`src/rtl/mux_scan_ctrl.sv`:
```
// mux_scan_ctrl -- scans an external 8:1 bit mux into an 8-bit word.
//
// The controller steps mux_sel through 0..7, waits SETTLE cycles after each
// select change so the external mux output can settle, samples mux_out into
// bit mux_sel of an internal shift word, and publishes the full word on data
// with a one-cycle data_valid pulse once bit 7 has been captured.
//
// Parameters:
//   SETTLE      wait cycles after each mux_sel change before sampling (0..7)
//
// Ports:
//   clk         single clock, rising edge
//   rst_n       asynchronous active-low reset
//   start       scan request, honoured only while idle
//   continuous  restart a new scan automatically after each completed scan
//   mux_out     bit from the external mux
//   mux_sel     registered select driven to the external mux
//   busy        high while a scan is in progress
//   data        last completed scan word (bit k sampled at mux_sel==k)
//   data_valid  one-cycle pulse when data updates
//   parity      XOR of data bits (only when MUX_SCAN_PARITY_EN is defined)
//
// Optional feature macro: MUX_SCAN_PARITY_EN adds the parity output.

module mux_scan_ctrl #(
    parameter int SETTLE = 1
) (
    input  logic       clk,
    input  logic       rst_n,
    input  logic       start,
    input  logic       continuous,
    input  logic       mux_out,
    output logic [2:0] mux_sel,
    output logic       busy,
    output logic [7:0] data,
    output logic       data_valid
`ifdef MUX_SCAN_PARITY_EN
    ,
    output logic       parity
`endif
);

    typedef enum logic [1:0] {
        ST_IDLE   = 2'd0,
        ST_SETTLE = 2'd1,
        ST_SAMPLE = 2'd2,
        ST_DONE   = 2'd3
    } state_t;

    // Reload value of the settle counter and the state that follows any
    // select change; with no settle time the FSM goes straight to sampling.
    localparam logic [2:0] SETTLE_LD   = 3'(SETTLE);
    localparam state_t     FIRST_STATE = (SETTLE == 0) ? ST_SAMPLE : ST_SETTLE;

    state_t     state_r;
    logic [2:0] settle_cnt_r;
    logic [7:0] shift_r;

`ifdef MUX_SCAN_PARITY_EN
    function automatic logic parity8(input logic [7:0] word);
        parity8 = ^word;
    endfunction
`endif

    // Scan FSM: owns every piece of state and all registered outputs.
    always_ff @(posedge clk or negedge rst_n) begin
        if (!rst_n) begin
            state_r      <= ST_IDLE;
            mux_sel      <= 3'd0;
            settle_cnt_r <= 3'd0;
            shift_r      <= 8'd0;
            data         <= 8'd0;
            data_valid   <= 1'b0;
            busy         <= 1'b0;
`ifdef MUX_SCAN_PARITY_EN
            parity       <= 1'b0;
`endif
        end else begin
            data_valid <= 1'b0;
            case (state_r)
                ST_IDLE: begin
                    if (start) begin
                        mux_sel      <= 3'd0;
                        settle_cnt_r <= SETTLE_LD;
                        busy         <= 1'b1;
                        state_r      <= FIRST_STATE;
                    end else begin
                        busy    <= 1'b0;
                        state_r <= ST_IDLE;
                    end
                end
                ST_SETTLE: begin
                    settle_cnt_r <= settle_cnt_r - 3'd1;
                    // A count of 0 here can only come from corrupted state;
                    // treat it like the last wait cycle rather than underflow.
                    if (settle_cnt_r <= 3'd1) begin
                        state_r <= ST_SAMPLE;
                    end else begin
                        state_r <= ST_SETTLE;
                    end
                end
                ST_SAMPLE: begin
                    shift_r[mux_sel] <= mux_out;
                    if (mux_sel == 3'd7) begin
                        // Publish the word including the bit captured now;
                        // the shift register is not yet updated this edge.
                        data       <= {mux_out, shift_r[6:0]};
                        data_valid <= 1'b1;
`ifdef MUX_SCAN_PARITY_EN
                        parity     <= parity8({mux_out, shift_r[6:0]});
`endif
                        state_r    <= ST_DONE;
                    end else begin
                        mux_sel      <= mux_sel + 3'd1;
                        settle_cnt_r <= SETTLE_LD;
                        state_r      <= FIRST_STATE;
                    end
                end
                ST_DONE: begin
                    // The only path by which mux_sel returns from 7 to 0.
                    mux_sel <= 3'd0;
                    if (continuous) begin
                        settle_cnt_r <= SETTLE_LD;
                        busy         <= 1'b1;
                        state_r      <= FIRST_STATE;
                    end else begin
                        busy    <= 1'b0;
                        state_r <= ST_IDLE;
                    end
                end
                default: begin
                    mux_sel      <= 3'd0;
                    settle_cnt_r <= 3'd0;
                    busy         <= 1'b0;
                    state_r      <= ST_IDLE;
                end
            endcase
        end
    end

endmodule

```
`config.mk`:
```
export PLATFORM = sky130hd
export DESIGN_NAME = mux_scan_ctrl
export DESIGN_NICKNAME = d
export VERILOG_FILES = /design/src/rtl/mux_scan_ctrl.sv
export SDC_FILE = /design/constraint.sdc
export NUM_CORES = 1
export LEC_CHECK = 0
export CAP_MARGIN = 20
export CORE_AREA = 5 5 58 60
export DETAILED_ROUTE_END_ITERATION = 10
export DIE_AREA = 0 0 63 65
export PLACE_DENSITY = 0.72
export SKIP_LAST_GASP = 1
export SLEW_MARGIN = 20
export SYNTH_ARGS = -nofsm -noshare
export SYNTH_HDL_FRONTEND = slang
export SYNTH_SLANG_ARGS = --single-unit
```
`constraint.sdc`:
```
create_clock -name clk -period 1.4 [get_ports clk]
set_input_delay 0.28 -clock clk [delete_from_list [all_inputs] [get_ports clk]]
set_output_delay 0.28 -clock clk [all_outputs]
set_load 0.005 [all_outputs]
```
==> results.py <==
metrics = {
    "status": {
        "outcome": "complete, but fails checks",
        "violations": "setup timing",
    },
    "power": {
        "p_per_area_nw_per_um2": 1480,
        "ir_drop_mv": 0.975,
        "p_leak_nw": 0.840,
    },
    "worst_setup_path": {
        "r2r-end": "data[7]$_DFFE_PN0P_",
        "path_buf_inv": 2,
        "crit_family": "flip-flops",
        "crit_chain": "buf_6 > ha_4 > ha_4 > nand2_8 > buf_12 > mux2_4",
        "crit_fanout": 8,
        "path_class": "reg -> reg",
        "cp_common_cell": "ha_4",
        "slowest_delay_ps": 440,
        "end_kind": "flip-flop",
        "required_ps": 1630,
        "arrival_ps": 1730,
        "reg2reg_from": "mux_sel[1]$_DFFE_PN0P_",
        "start_kind": "flip-flop",
        "slowest_stage": "dfrtp_2",
        "ff2ff_setup_slack_ps": -110,
        "reg2reg_depth": 6,
    },
    "final_layout": {
        "fin_nets": 153,
        "final_cells": 171,
        "n_fill_cell": 216,
        "diodes": 0,
        "final_layout_size_suffix_gt1_share_pct": 48.6,
        "multiInputGateArea_um2": 713,
        "syn_to_final_growth_pct": 39.7,
        "seqCellArea_um2": 629,
    },
    "global_routing": {
        "overflow": 0,
        "grt_max_degree": 26,
        "grt_usage_pct": 13.6,
        "grt_pass1_vias": 944,
        "grt_pass1_wl_mm": 4.41,
        "antenna_found_initial": 0,
    },
    "logic_synthesis": {
        "synthFlopType": "dfrtp_1",
        "synth_seq_cells": 25,
        "ys_seq_area_share_pct": 48.8,
        "synth-edff-count": 0,
        "async_flop_share_pct": 100,
        "netlist.area_leader.share_pct": 48.8,
        "syn_avg_cell_area_um2": 13.2,
        "synthTopCellsByArea": "dfrtp_1, mux2_4, ha_1",
        "synth_top_area_cell": "dfrtp_1",
        "synth_fp_nets": 111,
        "syn_inst": 97,
        "synth.distinct_cells": 29,
        "netlist_area_um2": 1280,
        "ys_warn_count": 0,
    },
    "placed_design": {
        "placed_cells": 155,
        "place.gp.congestion": 0.803,
        "hpwl_mm": 1.66,
        "port_buffers": 17,
    },
    "detailed_routing": {
        "wl_mm": 2.47,
        "drt-wirelength-per-cell_um": 14.4,
        "drt_iter0_drc": 24,
        "dr.pass1.iters": 4,
        "detail_route.vias_per_cell": 4.96,
        "drc_errors": 0,
        "drtAntennaViolNets": 0,
        "vias": 849,
    },
    "die": {
        "dieArea_um2": 4100,
        "die_h_um": 65,
        "die_x_um": 63,
        "initial_core_util_pct": 44.6,
        "core_um2": 2880,
        "num_io_pins": 18,
        "rows": 20,
    },
    "timing": {
        "rsz0062_at_grt": "yes",
        "finalClockSkew_ps": 3.99,
        "maxSlewHeadroom_pct": 78.9,
        "finalHoldViolCount": 0,
        "setup_viol": 14,
        "fin_crit_ps": 1510,
        "fin_ws_ps": -107,
        "finalCritPeriodShare_pct": 108,
        "drv_slew": 0,
        "tightest_slew_ps": 316,
        "whs_ps": 303,
        "fmax_ghz": 0.664,
    },
    "clock_network": {
        "cts_buffer_depth": 2,
        "root_buffer": "clkbuf_4",
        "numCtsBuffers": 3,
        "hold_buffers": 0,
        "clk_latency_ps": 330,
        "cts_tree": "yes",
        "cts-htree-levels": 1,
        "clk_pin_slew_worst_paths_ps": 130,
        "cts_num_sinks": 25,
    },
    "min_path": {
        "hold_class": "in -> async",
    },
    "flow_run": {
        "cap_viol_max_count": 0,
    },
}
==> routing by layer <==
metal	part of all wire, %	track usage [%]	vias up
met3	3.6	2.95	5
met2	49	23.1	12
met1	45	16.2	412
met4	2.1	6.63	0
met5	0	0	-
li1	-	-	420
==> power by group <==
part | leakage, nW | switching (W) | internal, W
clock network | 0.0177 | 0.000221 | 0.000107
registers | 0.300 | 0.000110 | 0.000877
logic | 0.522 | 0.000596 | 0.000738
==> Yosys cell counts, types with 2 or more instances <==
cell,instances
buf_6,2
dfrtp_1,25
ha_1,9
inv_1,6
mux2_2,9
mux2_4,8
mux2i_1,2
nand2_1,3
nand2b_1,6
nand3_1,3
nand4b_1,2
nor2_1,2
nor3b_2,2
o21ai_0,3
==> state kept, by name (all words and copies together) (netlist names) <==
signal / flops
busy: 1
data: 8
data_valid: 1
mux_sel: 3
settle_cnt_r: 3
shift_r: 7
state_r: 2
==> placed cells by master (no fill, tap or decap), types with 2 or more instances in the layout <==
cell type and instances:
buf_4 15, buf_6 7, clkbuf_2 2, clkbuf_4 3, clkdlybuf4s50_1 4, dfrtp_1 22, dfrtp_2 3, dlygate4sd2_1 11
ha_1 5, ha_4 4, inv_1 4, inv_2 2, mux2_2 6, mux2_4 11, mux2i_1 2, nand2_1 3
nand2b_1 5, nand2b_4 2, nand3_1 2, nand4b_1 2, nor3b_2 2, o21ai_0 2
==> area by class of cell <==
cell class / instances / area share (%)
Clock buffer: 3 / 1.26
Tap cell: 33 / 2.30
Sequential cell: 25 / 35.1
Inverter: 6 / 1.26
Timing Repair Buffer: 40 / 20.0
Clock inverter: 1 / 0.279
Multi-Input combinational cell: 63 / 39.8
==> cells by family after synthesis <==
| family | count (synthesis) | synth area share (%) |
|---|---|---|
| and+or+nand+nor | 25 | 13.9 |
| DFF | 25 | 48.8 |
| muxes | 19 | 18.8 |
| AOI/OAI and AO/OA | 10 | 5.85 |
| buffers and inverters | 9 | 3.90 |
| adders and majority gates | 9 | 8.78 |
==> repair_timing <==
action / 4_1_cts / 5_1_grt
resized for setup: 29 / 9
setup buffers: 11 / 1
pin swaps: 5 / 6
gates cloned: 0 / 0
endpoints found under the setup margin: 25 / 21
==> worst max-delay path by stage <==
stage | from | end | slack (ps) | cells after the start
detailed placement | start | mux_sel[0]$_DFFE_PN0P_ | -120 | 4
finish | mux_sel[1]$_DFFE_PN0P_ | data[7]$_DFFE_PN0P_ | -110 | 6
global route | mux_sel[1]$_DFFE_PN0P_ | data[7]$_DFFE_PN0P_ | -130 | 6
CTS | mux_sel[1]$_DFFE_PN0P_ | data[7]$_DFFE_PN0P_ | -110 | 6
floorplan | mux_sel[1]$_DFFE_PN0P_ | data[1]$_DFFE_PN0P_ | -30 | 5
global placement | start | mux_sel[0]$_DFFE_PN0P_ | -100 | 4
==> through the flow <==
step | TNS (ps) | utilization (%) | worst slack (ps) | total power, W | instance area (um2)
floorplan | -217 | - | -30.9 | 0.00170 | 1330
global placement | -402 | 55.9 | -96.1 | 0.00198 | 1610
detailed placement | -617 | 55.9 | -117 | 0.00203 | 1610
CTS | -874 | 61.7 | -106 | 0.00262 | 1780
global route | -1480 | 62.3 | -134 | 0.00286 | 1790
finish | -881 | 62.3 | -107 | 0.00265 | 1790
==> worst reg2reg max path, cell delays in order (launching register included) <==
cell and delay (ps):
dfrtp_2 440, buf_6 120, ha_4 150, ha_4 170, nand2_8 100, buf_12 130, mux2_4 290
Note: power is estimated with default switching activity, not from simulation.
==> RTL change, RTL diff (config.mk and constraints unchanged) <==
Encoding of `state_t`: now one-hot (4 bits for 4 states).
--- a/src/rtl/mux_scan_ctrl.sv
+++ b/src/rtl/mux_scan_ctrl.sv
@@ -41,9 +41,9 @@
 );
 
-    typedef enum logic [1:0] {
-        ST_IDLE   = 2'd0,
-        ST_SETTLE = 2'd1,
-        ST_SAMPLE = 2'd2,
-        ST_DONE   = 2'd3
+    typedef enum logic [3:0] {
+        ST_IDLE   = 4'b0001,
+        ST_SETTLE = 4'b0010,
+        ST_SAMPLE = 4'b0100,
+        ST_DONE   = 4'b1000
     } state_t;
 
Check against the original RTL: no difference found for any inputs over 10 cycles, from zero or initial values and one cycle with rst_n low; not proved beyond that.
==> RTL change against the unedited design <==
The run still ends with negative setup slack left. Synthesized area rose by 3.4%. Maximum frequency fell by 8.8%. Sequential power hardly changed. Power fell by 14%. Routed wire length is 17% higher. Cell count is 9.9% higher. Setup slack worse by 0.15 ns. Cell area up 6.3%. Sequential cell count increased by 2. Critical path type unchanged. Critical endpoint is now shift_r[5]$_DFFE_PN0P_.
==> RTL change: results (changes against the unedited design) <==
placement:
  hpwl_um: 1820  # was 1660 um
  place.gp.congestion: 0.723  # was 0.803
  place_area_mm2: 0.00164  # was 0.00161 mm2
  dp_cells: 172  # was 155
final_layout:
  top_regs: "data x8, shift_r x7, state_r x4"  # was data x8, shift_r x7
  final.fill_count: 197  # was 216
worst_setup_path:
  r2r_start: "state_r[1]$_DFF_PN0_"  # was mux_sel[1]$_DFFE_PN0P_
  critPathMaxFanout: 3  # was 8
  path_delay_family: "simple AND/OR/NAND/NOR gates"  # was flip-flops
  worst-endpoint-arrival_ns: 1.88  # was 1.73 ns
synthesis:
  ys_seq_area_share_pct: 51.0  # was 48.8%
routing:
  wl_met2_um: 1460  # was 1220 um
  routed_wl_um: 2890  # was 2470 um
  vias: 1021  # was 849
timing:
  setup_viol: 21  # was 14
  clock_skew_ns: 0.00395  # was 0.00399 ns
  hold_slack_ns: 0.284  # was 0.303 ns
  worst_slack_ns: -0.252  # was -0.107 ns
  slew_headroom_pct: 81.9  # was 78.9%
power:
  pwr_density_cell_mw_per_mm2: 1200  # was 1480 mW/mm2
  power_clock_mw: 0.347  # was 0.328 mW
  netSwitchingPower_mw: 0.786  # was 0.927 mW
outcome:
  status: "finished, violations left"  # unchanged
  violations: "negative setup slack"  # unchanged
global_routing:
  grt_max_degree: 28  # was 26
-- RTL change: cell families after synthesis --
group	share of synthesized area (%)
adder cells (fa/ha/maj)	3.77
AO/OA/AOI/OAI	8.87
buffers and inverters	3.11
multiplexers	15.0
AND/OR/NAND/NOR	17.5
flip-flops	51.0
XOR/XNOR	0.660
-- RTL change: final cells by class --
cell class	count	area, um2	area share, %
multi-input cells	78	744	39.1
flip-flops and latches	27	678	35.6
inverters	5	18.8	0.986
clock inverters	1	5.00	0.263
repair buffers	41	394	20.7
well taps	33	41.3	2.17
clock buffers	3	22.5	1.18
-- RTL change: worst max-delay path by stage --
stage | start | cells past startpoint | slack, ns | endpoint
floorplan | state_r[1]$_DFF_PN0_ | 4 | -0.14 | shift_r[2]$_DFFE_PN0P_
global placement | state_r[1]$_DFF_PN0_ | 4 | -0.15 | shift_r[0]$_DFFE_PN0P_
detailed placement | state_r[1]$_DFF_PN0_ | 4 | -0.22 | shift_r[4]$_DFFE_PN0P_
CTS | state_r[1]$_DFF_PN0_ | 4 | -0.20 | shift_r[5]$_DFFE_PN0P_
global route | state_r[1]$_DFF_PN0_ | 5 | -0.29 | shift_r[2]$_DFFE_PN0P_
finish | state_r[1]$_DFF_PN0_ | 4 | -0.25 | shift_r[5]$_DFFE_PN0P_
-- RTL change: worst register-to-register path, cell delays in order, from the launching register on --
cell	delay [ns]
dfrtp_1	0.44
nor4b_4	0.35
nand2_1	0.18
nor3b_2	0.23
mux2_1	0.35
-- RTL change: repair_timing --
item | 4_1_cts | 5_1_grt
setup buffers | 9 | 3
pin swaps | 7 | 8
endpoints found under the setup margin | 34 | 26
gates resized for setup | 32 | 24
gates cloned | 1 | 0
